## src/rtl/peak_compress.sv

```systemverilog
// peak_compress: per-band peak-hold/decay followed by log-style compression, 2-stage AXI-Stream pipeline.
// Optional macro PEAK_COMPRESS_PEAK_HOLD_EN builds in the per-band peak/hold storage; otherwise stage 1 passes samples through.
module peak_compress #(
  parameter int BANDS            = 32,
  parameter int DATA_WIDTH       = 16,
  parameter int PEAK_HOLD_FRAMES = 3,
  parameter int DECAY_SHIFT      = 3
) (
  input  logic                  clk_50m,
  input  logic                  rst_n,
  input  logic                  s_axis_tvalid,
  output logic                  s_axis_tready,
  input  logic [DATA_WIDTH-1:0] s_axis_tdata,
  input  logic                  s_axis_tlast,
  output logic                  m_axis_tvalid,
  input  logic                  m_axis_tready,
  output logic [DATA_WIDTH-1:0] m_axis_tdata,
  output logic                  m_axis_tlast,
  output logic                  err_len
);

  localparam int IDX_W = $clog2(BANDS);
  localparam logic [IDX_W-1:0] LAST_IDX = IDX_W'(BANDS - 1);

  logic                  en;
  logic                  acc;
  logic                  at_last;
  logic [IDX_W-1:0]      idx;
  logic                  s1_valid;
  logic                  s1_last;
  logic [DATA_WIDTH-1:0] s1_data;
  logic [DATA_WIDTH-1:0] s1_next;

  assign en            = !m_axis_tvalid || m_axis_tready;
  assign s_axis_tready = en;
  assign acc           = s_axis_tvalid && en;
  assign at_last       = (idx == LAST_IDX);

  // Output = {MSB index + 1, 4 bits below the MSB left-aligned, 7 zero bits}.
  function automatic logic [15:0] compress(input logic [15:0] x);
    logic [3:0]  p;
    logic [15:0] norm;
    p = '0;
    for (int unsigned i = 0; i < 16; i++) begin
      if (x[i]) p = 4'(i);
    end
    norm = x << (4'd15 - p);
    compress = (x == '0) ? '0 : {5'(p) + 5'd1, norm[14:11], 7'b0};
  endfunction

`ifdef PEAK_COMPRESS_PEAK_HOLD_EN
  localparam int HOLD_W = (PEAK_HOLD_FRAMES > 0) ? $clog2(PEAK_HOLD_FRAMES + 1) : 1;

  logic [DATA_WIDTH-1:0] peak [BANDS];
  logic [HOLD_W-1:0]     hold [BANDS];
  logic [DATA_WIDTH-1:0] cur_peak;
  logic [DATA_WIDTH-1:0] decayed;
  logic [HOLD_W-1:0]     hold_next;

  always_comb begin
    cur_peak  = peak[idx];
    decayed   = cur_peak - (cur_peak >> DECAY_SHIFT);
    hold_next = hold[idx];
    s1_next   = cur_peak;
    if (s_axis_tdata >= cur_peak) begin
      s1_next   = s_axis_tdata;
      hold_next = HOLD_W'(PEAK_HOLD_FRAMES);
    end else if (hold[idx] != '0) begin
      hold_next = hold[idx] - 1'b1;
    end else begin
      s1_next = (s_axis_tdata > decayed) ? s_axis_tdata : decayed;
    end
  end

  always_ff @(posedge clk_50m or negedge rst_n) begin
    if (!rst_n) begin
      for (int unsigned b = 0; b < BANDS; b++) begin
        peak[b] <= '0;
        hold[b] <= '0;
      end
    end else if (acc) begin
      peak[idx] <= s1_next;
      hold[idx] <= hold_next;
    end
  end
`else
  always_comb begin
    s1_next = s_axis_tdata;
  end
`endif

  // Band index and sticky length error track accepted beats only.
  always_ff @(posedge clk_50m or negedge rst_n) begin
    if (!rst_n) begin
      idx     <= '0;
      err_len <= 1'b0;
    end else if (acc) begin
      if (s_axis_tlast != at_last) err_len <= 1'b1;
      idx <= (s_axis_tlast || at_last) ? '0 : idx + 1'b1;
    end
  end

  always_ff @(posedge clk_50m or negedge rst_n) begin
    if (!rst_n) begin
      s1_valid      <= 1'b0;
      s1_last       <= 1'b0;
      s1_data       <= '0;
      m_axis_tvalid <= 1'b0;
      m_axis_tlast  <= 1'b0;
      m_axis_tdata  <= '0;
    end else if (en) begin
      s1_valid      <= acc;
      s1_last       <= s_axis_tlast;
      s1_data       <= s1_next;
      m_axis_tvalid <= s1_valid;
      m_axis_tlast  <= s1_last;
      m_axis_tdata  <= compress(s1_data);
    end
  end

endmodule
```

## config.mk

```make
export PLATFORM = sky130hd
export DESIGN_NAME = peak_compress
export DESIGN_NICKNAME = d
export VERILOG_FILES = /design/src/rtl/peak_compress.sv
export SDC_FILE = /design/constraint.sdc
export NUM_CORES = 1
export LEC_CHECK = 0
export ABC_AREA = 0
export BUFFER_PORTS_ARGS = -buffer_cell sky130_fd_sc_hd__buf_4
export CORE_UTILIZATION = 35
export DETAILED_ROUTE_END_ITERATION = 8
export GPL_ROUTABILITY_DRIVEN = 0
export GPL_TIMING_DRIVEN = 0
export PLACE_DENSITY = 0.63
export SETUP_SLACK_MARGIN = 0.3
export SYNTH_ARGS = -nofsm -noshare
export SYNTH_HDL_FRONTEND = slang
export SYNTH_SLANG_ARGS = --single-unit
```

## constraint.sdc

```tcl
create_clock -name clk_50m -period 2.3 [get_ports clk_50m]
set_input_delay 0.115 -clock clk_50m [delete_from_list [all_inputs] [get_ports clk_50m]]
set_output_delay 0.115 -clock clk_50m [all_outputs]
set_load 0.05 [all_outputs]
```

After elaboration in Yosys (flattened, before gate mapping)

Index checks and enable logic that the tools add are counted.

Input port bits: 21
Bits in registers: 42
Output and inout bits: 20
Logic and storage cells: 38

Multiplexer cells: 18
Equal/unequal tests: 2
Shift-type cells: 1
Add/subtract/negate cells: 3
Reduce and logical (&&, ||, !) cells: 6

Operator list:

| operator            | number |
|---|---|
| $mux 4              | 15 |
| $logic_not 16->1    | 1 |
| $mux 16             | 1 |
| $shl 16x4->15       | 1 |
| $add 4x1->5 const B | 1 |
| $add 5x1->5 const B | 1 |
| $eq 5x5->1 const B  | 1 |
| $mux 5              | 1 |
| $sub 4x4->4 const A | 1 |
| $logic_or 1x1->1    | 2 |
| $reduce_and 2->1    | 1 |
| $logic_and 1x1->1   | 1 |
| $logic_not 1->1     | 1 |
| $mux 1              | 1 |
| $ne 1x1->1          | 1 |

Logic depth before layout (Yosys ltp)

Gate-level depths: netlist (run 1).

Depth after elaboration: 19
Gate-level depth with buffers: 10

Least setup slack after synthesis (run 1)

No wires, ideal clock.

Path kind: reg-to-reg
From: register m_axis_tvalid
To: register m_axis_tlast
Stages on the path, launching flop included: 8
Required time: 2.233 ns
Slack: 0.121 ns
Data arrival time: 2.111 ns
Path through: dfrtp_1 nor2b_1 clkbuf_1 inv_1 clkbuf_1 clkbuf_1 nand2_1 nand2_1

Longest elaborated chain between the ends: 2

RTL lines:

| item                     | line | source |
|---|---|---|
| start: declaration       | 15   | `output logic m_axis_tvalid,` |
| start signal: assignment | 115  | `m_axis_tvalid <= s1_valid;` |
| $logic_not 1->1          | 34   | `assign en = !m_axis_tvalid \|\| m_axis_tready;` |
| $logic_or 1x1->1         | 34   |  |
| via s_axis_tready        | 12   | `output logic s_axis_tready,` |
| end signal: assignment   | 116  | `m_axis_tlast <= s1_last;` |
| end: declaration         | 18   | `output logic m_axis_tlast,` |

The timed path passes the listed nets, and every way through them passes these cells.
A chain may end at the register's enable or synchronous reset.

Worst setup path in the final report (run 1)

From: register s1_data[7]
To: register m_axis_tdata[9]

Longest elaborated chain between the ends: 13
Elaborated cells on any way between the ends: 14
Those cells by class: add/sub: 1; shift: 1; mux: 11; reduce/logical: 1

RTL lines:

| item                     | line | source |
|---|---|---|
| start: declaration       | 31   | `logic [DATA_WIDTH-1:0] s1_data;` |
| start signal: assignment | 114  | `s1_data <= s1_next;` |
| $mux 4 (9 in a row)      | 45   | `if (x[i]) p = 4'(i);` |
| $mux 4                   | 111  | `end else if (en) begin` |
| $sub 4x4->4              | 47   | `norm = x << (4'd15 - p);` |
| $shl 16x4->15            | 47   |  |
| $mux 16 *                | 48   | `compress = (x == '0) ? '0 : {5'(p) + 5'd1, norm[14:11], 7'b0};` |
| end signal: assignment   | 117  | `m_axis_tdata <= compress(s1_data);` |
| end: declaration         | 17   | `output logic [DATA_WIDTH-1:0] m_axis_tdata,` |

Every way passes the cells marked *; elsewhere a longest branch is shown, timed or not. The select of a mux whose other input is x is not followed.

==> results of run 1 <==
-- critical path: stages (launching register included) --
cell and delay, ns:
dfrtp_2 0.46, nor4_2 0.74, o21a_4 0.27, a21oi_1 0.07, o22a_1 0.19, o22ai_1 0.21
o21ai_1 0.08, a21oi_1 0.15
-- sequential cells by signal, summed over array words and instances, names as in the netlist --
name / count
idx: 5
s1_valid: 1
s1_data: 16
m_axis_tlast: 1
s1_last: 1
m_axis_tvalid: 1
m_axis_tdata: 9
err_len: 1
-- per-layer routing --
metal  share of wire, %  vias to the layer above  global-route usage [%]
li1                   -                     1082                       -
met1                 44                     1072                   25.90
met2                 47                      103                   31.82
met3                6.4                       19                   4.111
met4                2.9                        0                   9.474
met5                  0                        -                       0
-- stage by stage --
step                      worst slack (ns)  instances  area, µm²  total power [mW]
final                              0.06590        421       3128             2.520
after global placement            -0.02996        380       2636             1.829
after global routing              -0.04789        421       3128             2.658
after detailed placement          -0.02503        380       2636             1.840
after CTS                           0.1171        408       2972             2.445
after floorplan                     0.2221        272       2295             1.559
-- synthesized netlist by cell type (all sizes together) (2+ instances only) --
master | instances | area share (%)
a21oi | 12 | 3.2
o31ai | 4 | 1.3
a22o | 2 | 0.79
dfrtp | 35 | 39
nand2 | 68 | 11
inv | 9 | 1.6
a31oi | 2 | 0.56
nor4 | 2 | 0.56
o311ai | 3 | 1.2
a211oi | 5 | 1.9
o22ai | 2 | 0.56
nand3 | 8 | 2.0
a21boi | 2 | 0.67
a31o | 2 | 1.2
o22a | 2 | 0.79
o211a | 2 | 0.90
nor2b | 7 | 2.0
o21a | 2 | 0.79
buf | 14 | 4.7
nand3b | 2 | 0.67
nor3 | 3 | 0.67
ha | 4 | 2.2
nand2b | 3 | 0.84
o21ai | 20 | 4.5
nor2 | 16 | 3.0
nand4 | 3 | 0.84
or4 | 3 | 1.3
o2111ai | 2 | 0.79
and3 | 3 | 0.84
clkbuf | 6 | 1.0
mux2i | 5 | 2.2
-- area by class of cell --
| type | instances | area [µm²] | share of cell area (%) |
|---|---|---|---|
| clock buffer | 7 | 86.33 | 2.760 |
| inverter | 9 | 41.29 | 1.320 |
| timing repair buffer | 66 | 514.2 | 16.44 |
| multi-input combinational | 208 | 1348 | 43.08 |
| tap | 75 | 93.84 | 3.000 |
| sequential | 35 | 885.9 | 28.32 |
| buffer | 20 | 150.1 | 4.800 |
| clock inverter | 1 | 8.758 | 0.2800 |
-- what timing repair did --
item                       CTS  global route
pin swaps                   12             3
setup endpoints to repair   20            18
hold buffers                 1             0
setup buffers               19            13
gates resized for setup     24            16
hold endpoints to repair    35             0
-- where the power goes --
part | internal (mW) | total (mW) | switching [mW]
clock network | 0.245 | 0.483 | 0.238
logic | 0.489 | 1.21 | 0.719
registers | 0.730 | 0.828 | 0.0977
total | 1.46 | 2.52 | 1.06
-- cells by family (layout without fill, tap and decap cells) --
kind of cell / Yosys count / in the layout / synth area share [%]
compound gates: 70 / 70 / 23.05
xor+xnor: 1 / 1 / 0.3936
fa+ha+maj: 4 / 4 / 2.249
buf+inv: 29 / 103 / 7.307
flops: 35 / 35 / 39.35
mux: 5 / 5 / 2.249
other cells: 1 / 7 / 0.1685
simple gates: 121 / 121 / 25.24
-- path summary, 6_finish.rpt --
kind                                   from               to  slack [ns]
setup / recovery                 s1_data[7]  m_axis_tdata[9]        0.07
hold / removal             s_axis_tdata[10]      s1_data[10]        0.01
setup reg to reg                 s1_data[7]  m_axis_tdata[9]        0.07
hold reg to reg                    s1_valid    m_axis_tvalid        0.47
max in group asynchronous             rst_n       s1_data[4]        1.66
min in group asynchronous             rst_n      s1_data[10]        0.30
==> impl_metrics.csv, run 1 <==
group,metric,value,unit
logic_synthesis,synth-seq-cells,35,
layout,diodes,0,
worst_hold_path,hold_class,"in2reg",
power,power.density,805.6,nW/µm²
floorplan,rows,28,
logic_synthesis,avgSynthCellArea,8.368,µm²
placed_design,portBuffers,33,
logic_synthesis,syn_inst,266,
timing,hold_ws,0.01240,ns
timing,setup_viol,0,
route,vias,2276,
global_routing,track_usage,20.02,%
logic_synthesis,synth_cell_types,57,
worst_setup_path,worstSetupPathType,"reg2reg",
timing,drv_slew,0,
worst_setup_path,reg2reg_depth,7,
global_routing,grt_pass1_vias,2130,
timing,worstMarginPinSlew,0.8030,ns
worst_setup_path,arrival,2.46,ns
route,firstDrtPassIters,5,
clock_network,clock_path_buffers,2,
flow_run,drv_cap,0,
timing,fin_skew,0.003107,ns
timing,final.min_clock_period,2.234,ns
route,ant_nets,0,
worst_setup_path,crit_path_max_fanout,6,
route,drt_iter0_markers,171,
layout,drive_gt1_share,38.73,%
logic_synthesis,seq_area_frac_synth,39.35,%
clock_network,clkSlewWorstSetupHoldPaths,0.08,ns
clock_network,clock-sinks,35,
clock_network,clk_latency,0.29,ns
layout,post-route-util,51.91,%
global_routing,antenna_found_initial,0,
timing,setup_tns,0,ns
route,viasPerCell,5.406,
floorplan,die_w,81.75,µm
layout,layout_common_cells,"72 x buf_4, 66 x nand2_1, 27 x dfrtp_1",
logic_synthesis,netlist_area,2226,µm²
route,routed_wl,6272,µm
floorplan,die-area,6682,µm²
outcome,outcome,"finished clean",
global_routing,grt_pass1_wl,9991,µm
placed_design,dp_hpwl,4116,µm
power,leakagePower,1.463,nW
layout,nets,370,
layout,fill_cells,574,
timing,period_share,97.13,%
logic_synthesis,yosysWarningCount,0,
worst_setup_path,startpoint_type,"flop",
global_routing,grt_max_degree,36,
logic_synthesis,ys.flop_type,"dfrtp_1",
global_routing,grt_overflow,0,
timing,rsz0062_at_grt,"yes",
floorplan,die_y,81.75,µm
logic_synthesis,ys_async_sr_fraction,100.0,%
layout,final_common_cell,"buf_4",
clock_network,cts-root-buf,"clkbuf_8",
worst_setup_path,required,2.53,ns
timing,slew_headroom,46.02,%
power,peakVddDrop,0.4649,mV
route,wl_per_cell,14.90,µm
floorplan,core-area,6026,µm²
route,drc_errors,0,
floorplan,num_io_pins,41,
floorplan,initial_core_util,36.94,%
worst_setup_path,critical_path.endpoint_type,"flop",
logic_synthesis,synth_edf_count,0,
clock_network,cts_buffers,5,
timing,fmax,0.4476,GHz
clock_network,cts_tree,"yes",
timing,hold_viol,0,
worst_hold_path,holdPathStages,3,
layout,syn2layout_area_growth,40.53,%
clock_network,cts_max_level,2,
Note: power is estimated with default switching activity, not from simulation.
==> inputs of run 2 (changes only) <==
--- a/config.mk
+++ b/config.mk
@@ -8,6 +8,7 @@
 export ABC_AREA = 0
 export BUFFER_PORTS_ARGS = -buffer_cell sky130_fd_sc_hd__buf_4
 export CORE_UTILIZATION = 35
+export CTS_BUF_LIST = sky130_fd_sc_hd__clkbuf_16
 export DETAILED_ROUTE_END_ITERATION = 8
 export GPL_ROUTABILITY_DRIVEN = 0
 export GPL_TIMING_DRIVEN = 0
==> impl_metrics.csv, run 2 (synthesis results as in run 1) <==
group,metric,value,unit
route,wl_per_cell,14.93,µm
power,comb_power_share,45.2,%
layout,nets,372,
flow_run,drv_cap,0,
global_routing,antenna_found_initial,0,
timing,period_share,95.48,%
clock_network,cts_buffers,5,
route,drc_errors,0,
outcome,outcome,"finished clean",
clock_network,cts_tree,"yes",
power,power.total,2.705,mW
layout,largest_reg_flops,16,
worst_setup_path,worstSetupPathType,"reg2reg",
timing,rsz0062_at_grt,"yes",
timing,fin_ws,0.1040,ns
layout,drive_gt1_share,39.08,%
timing,slew_headroom,49.14,%
worst_setup_path,crit_end,"m_axis_tdata[10]",
global_routing,grt_max_degree,36,
clock_network,clock-sinks,35,
power,leakagePower,1.498,nW
placed_design,portBuffers,33,
route,viasPerCell,5.397,
route,drt_iter0_markers,194,
worst_setup_path,rrSetupSlack,0.10,ns
timing,fin_skew,0.004556,ns
clock_network,clk_latency,0.28,ns
floorplan,core-area,6026,µm²
layout,final_common_cell,"buf_4",
timing,worstMarginPinSlew,0.7566,ns
global_routing,grt_pass1_vias,2155,
floorplan,num_io_pins,41,
timing,drv_slew,0,
power,p_seq_share,30.7,%
worst_hold_path,hold_class,"in2reg",
worst_setup_path,crit_path_max_fanout,9,
worst_setup_path,startpoint_type,"flop",
placed_design,dp_hpwl,4116,µm
power,peakVddDrop,0.4510,mV
floorplan,die_y,81.75,µm
layout,diodes,0,
layout,syn2layout_area_growth,43.45,%
worst_setup_path,worstSetupStartpoint,"s1_data[9]",
worst_setup_path,critical_path.endpoint_type,"flop",
floorplan,initial_core_util,36.94,%
global_routing,grt_pass1_wl,10070,µm
worst_setup_path,reg2reg_depth,9,
power,p_int,1.628,mW
layout,regMostFlops,"s1_data",
floorplan,die_w,81.75,µm
worst_setup_path,rr_startpoint,"s1_data[9]",
timing,setup_viol,0,
route,vias,2283,
timing,final.min_clock_period,2.196,ns
worst_setup_path,r2r-end,"m_axis_tdata[10]",
worst_setup_path,required,2.47,ns
power,sw_frac_of_total,39.83,%
power,power_frac_clock,24.1,%
layout,layout_common_cells,"73 x buf_4, 66 x nand2_1, 27 x dfrtp_1",
route,ant_nets,0,
global_routing,grt_overflow,0,
timing,hold_viol,0,
timing,fmax,0.4554,GHz
clock_network,cts_max_level,2,
power,power.density,847.2,nW/µm²
floorplan,rows,28,
worst_setup_path,arrival,2.37,ns
layout,fill_cells,555,
clock_network,clock_path_buffers,2,
route,routed_wl,6314,µm
global_routing,track_usage,19.97,%
floorplan,die-area,6682,µm²
route,firstDrtPassIters,5,
power,p_sw,1.077,mW
clock_network,cts-root-buf,"clkbuf_16",
placed_design,pre_cts_slack,-0.02503,ns
clock_network,clkSlewWorstSetupHoldPaths,0.05,ns
layout,top_regs,"s1_data (16), m_axis_tdata (9), idx (5)",
[run 2: layout make-up]
class,instances,area [µm²],area share (%)
Timing Repair Buffer,68,529.3,16.58
Sequential cell,35,885.9,27.74
Clock inverter,3,16.27,0.5094
Multi-Input combinational cell,208,1351,42.32
Clock buffer,5,125.1,3.918
Tap cell,75,93.84,2.939
Inverter,9,41.29,1.293
Buffer,20,150.1,4.702
[run 2: worst min-delay path by stage]
stage | startpoint | end | slack (ns) | depth (start not counted)
after floorplan | rst_n | err_len | -0.18 | 0
after global placement | rst_n | s1_data[14] | 0.1 | 1
after detailed placement | rst_n | s1_data[10] | 0.1 | 1
after CTS | s_axis_tdata[10] | s1_data[10] | 0.03 | 3
after global routing | s_axis_tdata[13] | s1_data[13] | 0.04 | 3
final | s_axis_tdata[10] | s1_data[10] | 0.03 | 3
[run 2: metrics by stage]
| step | hold WS, ns | setup TNS [ns] | area (µm²) | utilization (%) | instances |
|---|---|---|---|---|---|
| finish | 0.02589 | 0 | 3193 | 52.99 | 423 |
| global route | 0.03942 | 0 | 3193 | 52.99 | 423 |
| CTS | 0.02660 | 0 | 3025 | 50.21 | 409 |
| detailed placement | 0.09749 | -0.02503 | 2636 | 43.75 | 380 |
| global placement | 0.09834 | -0.02996 | 2636 | 43.75 | 380 |
| floorplan | -0.1806 | 0 | 2295 | - | 272 |
[run 2: what timing repair did]
item	4_1_cts	5_1_grt
pin swaps	12	5
endpoints found under the setup margin	20	19
buffers inserted	20	14
hold buffers	1	0
gates resized for setup	24	16
endpoints found under the hold margin	35	0
cloned	0	0
[run 2: power groups by stage]
| stage | combinational, mW | sequential (mW) | clock, mW |
|---|---|---|---|
| final | 1.22 | 0.830 | 0.652 |
| after global routing | 1.31 | 0.846 | 0.681 |
| after CTS | 1.13 | 0.830 | 0.655 |
| after detailed placement | 0.999 | 0.841 | 0 |
| after global placement | 0.991 | 0.839 | 0 |
| after floorplan | 0.531 | 1.03 | 0 |
[run 2: per-layer routing]
| metal | up-vias | track usage, % | share of wire (%) |
|---|---|---|---|
| met1 | 1067 | 25.40 | 43 |
| li1 | 1095 | - | - |
| met2 | 107 | 32.56 | 47 |
| met3 | 14 | 4.778 | 7.6 |
| met5 | - | 0 | 0 |
| met4 | 0 | 7.719 | 2.3 |
[run 2: worst max-delay path: stages, from the launching register on]
cell      delay [ns]
dfrtp_1         0.37
buf_6           0.12
or3b_4          0.38
a311oi_4        0.33
a31o_4          0.20
buf_8           0.14
nand3_2         0.07
o311ai_2        0.10
nand3_1         0.16
a22o_1          0.22
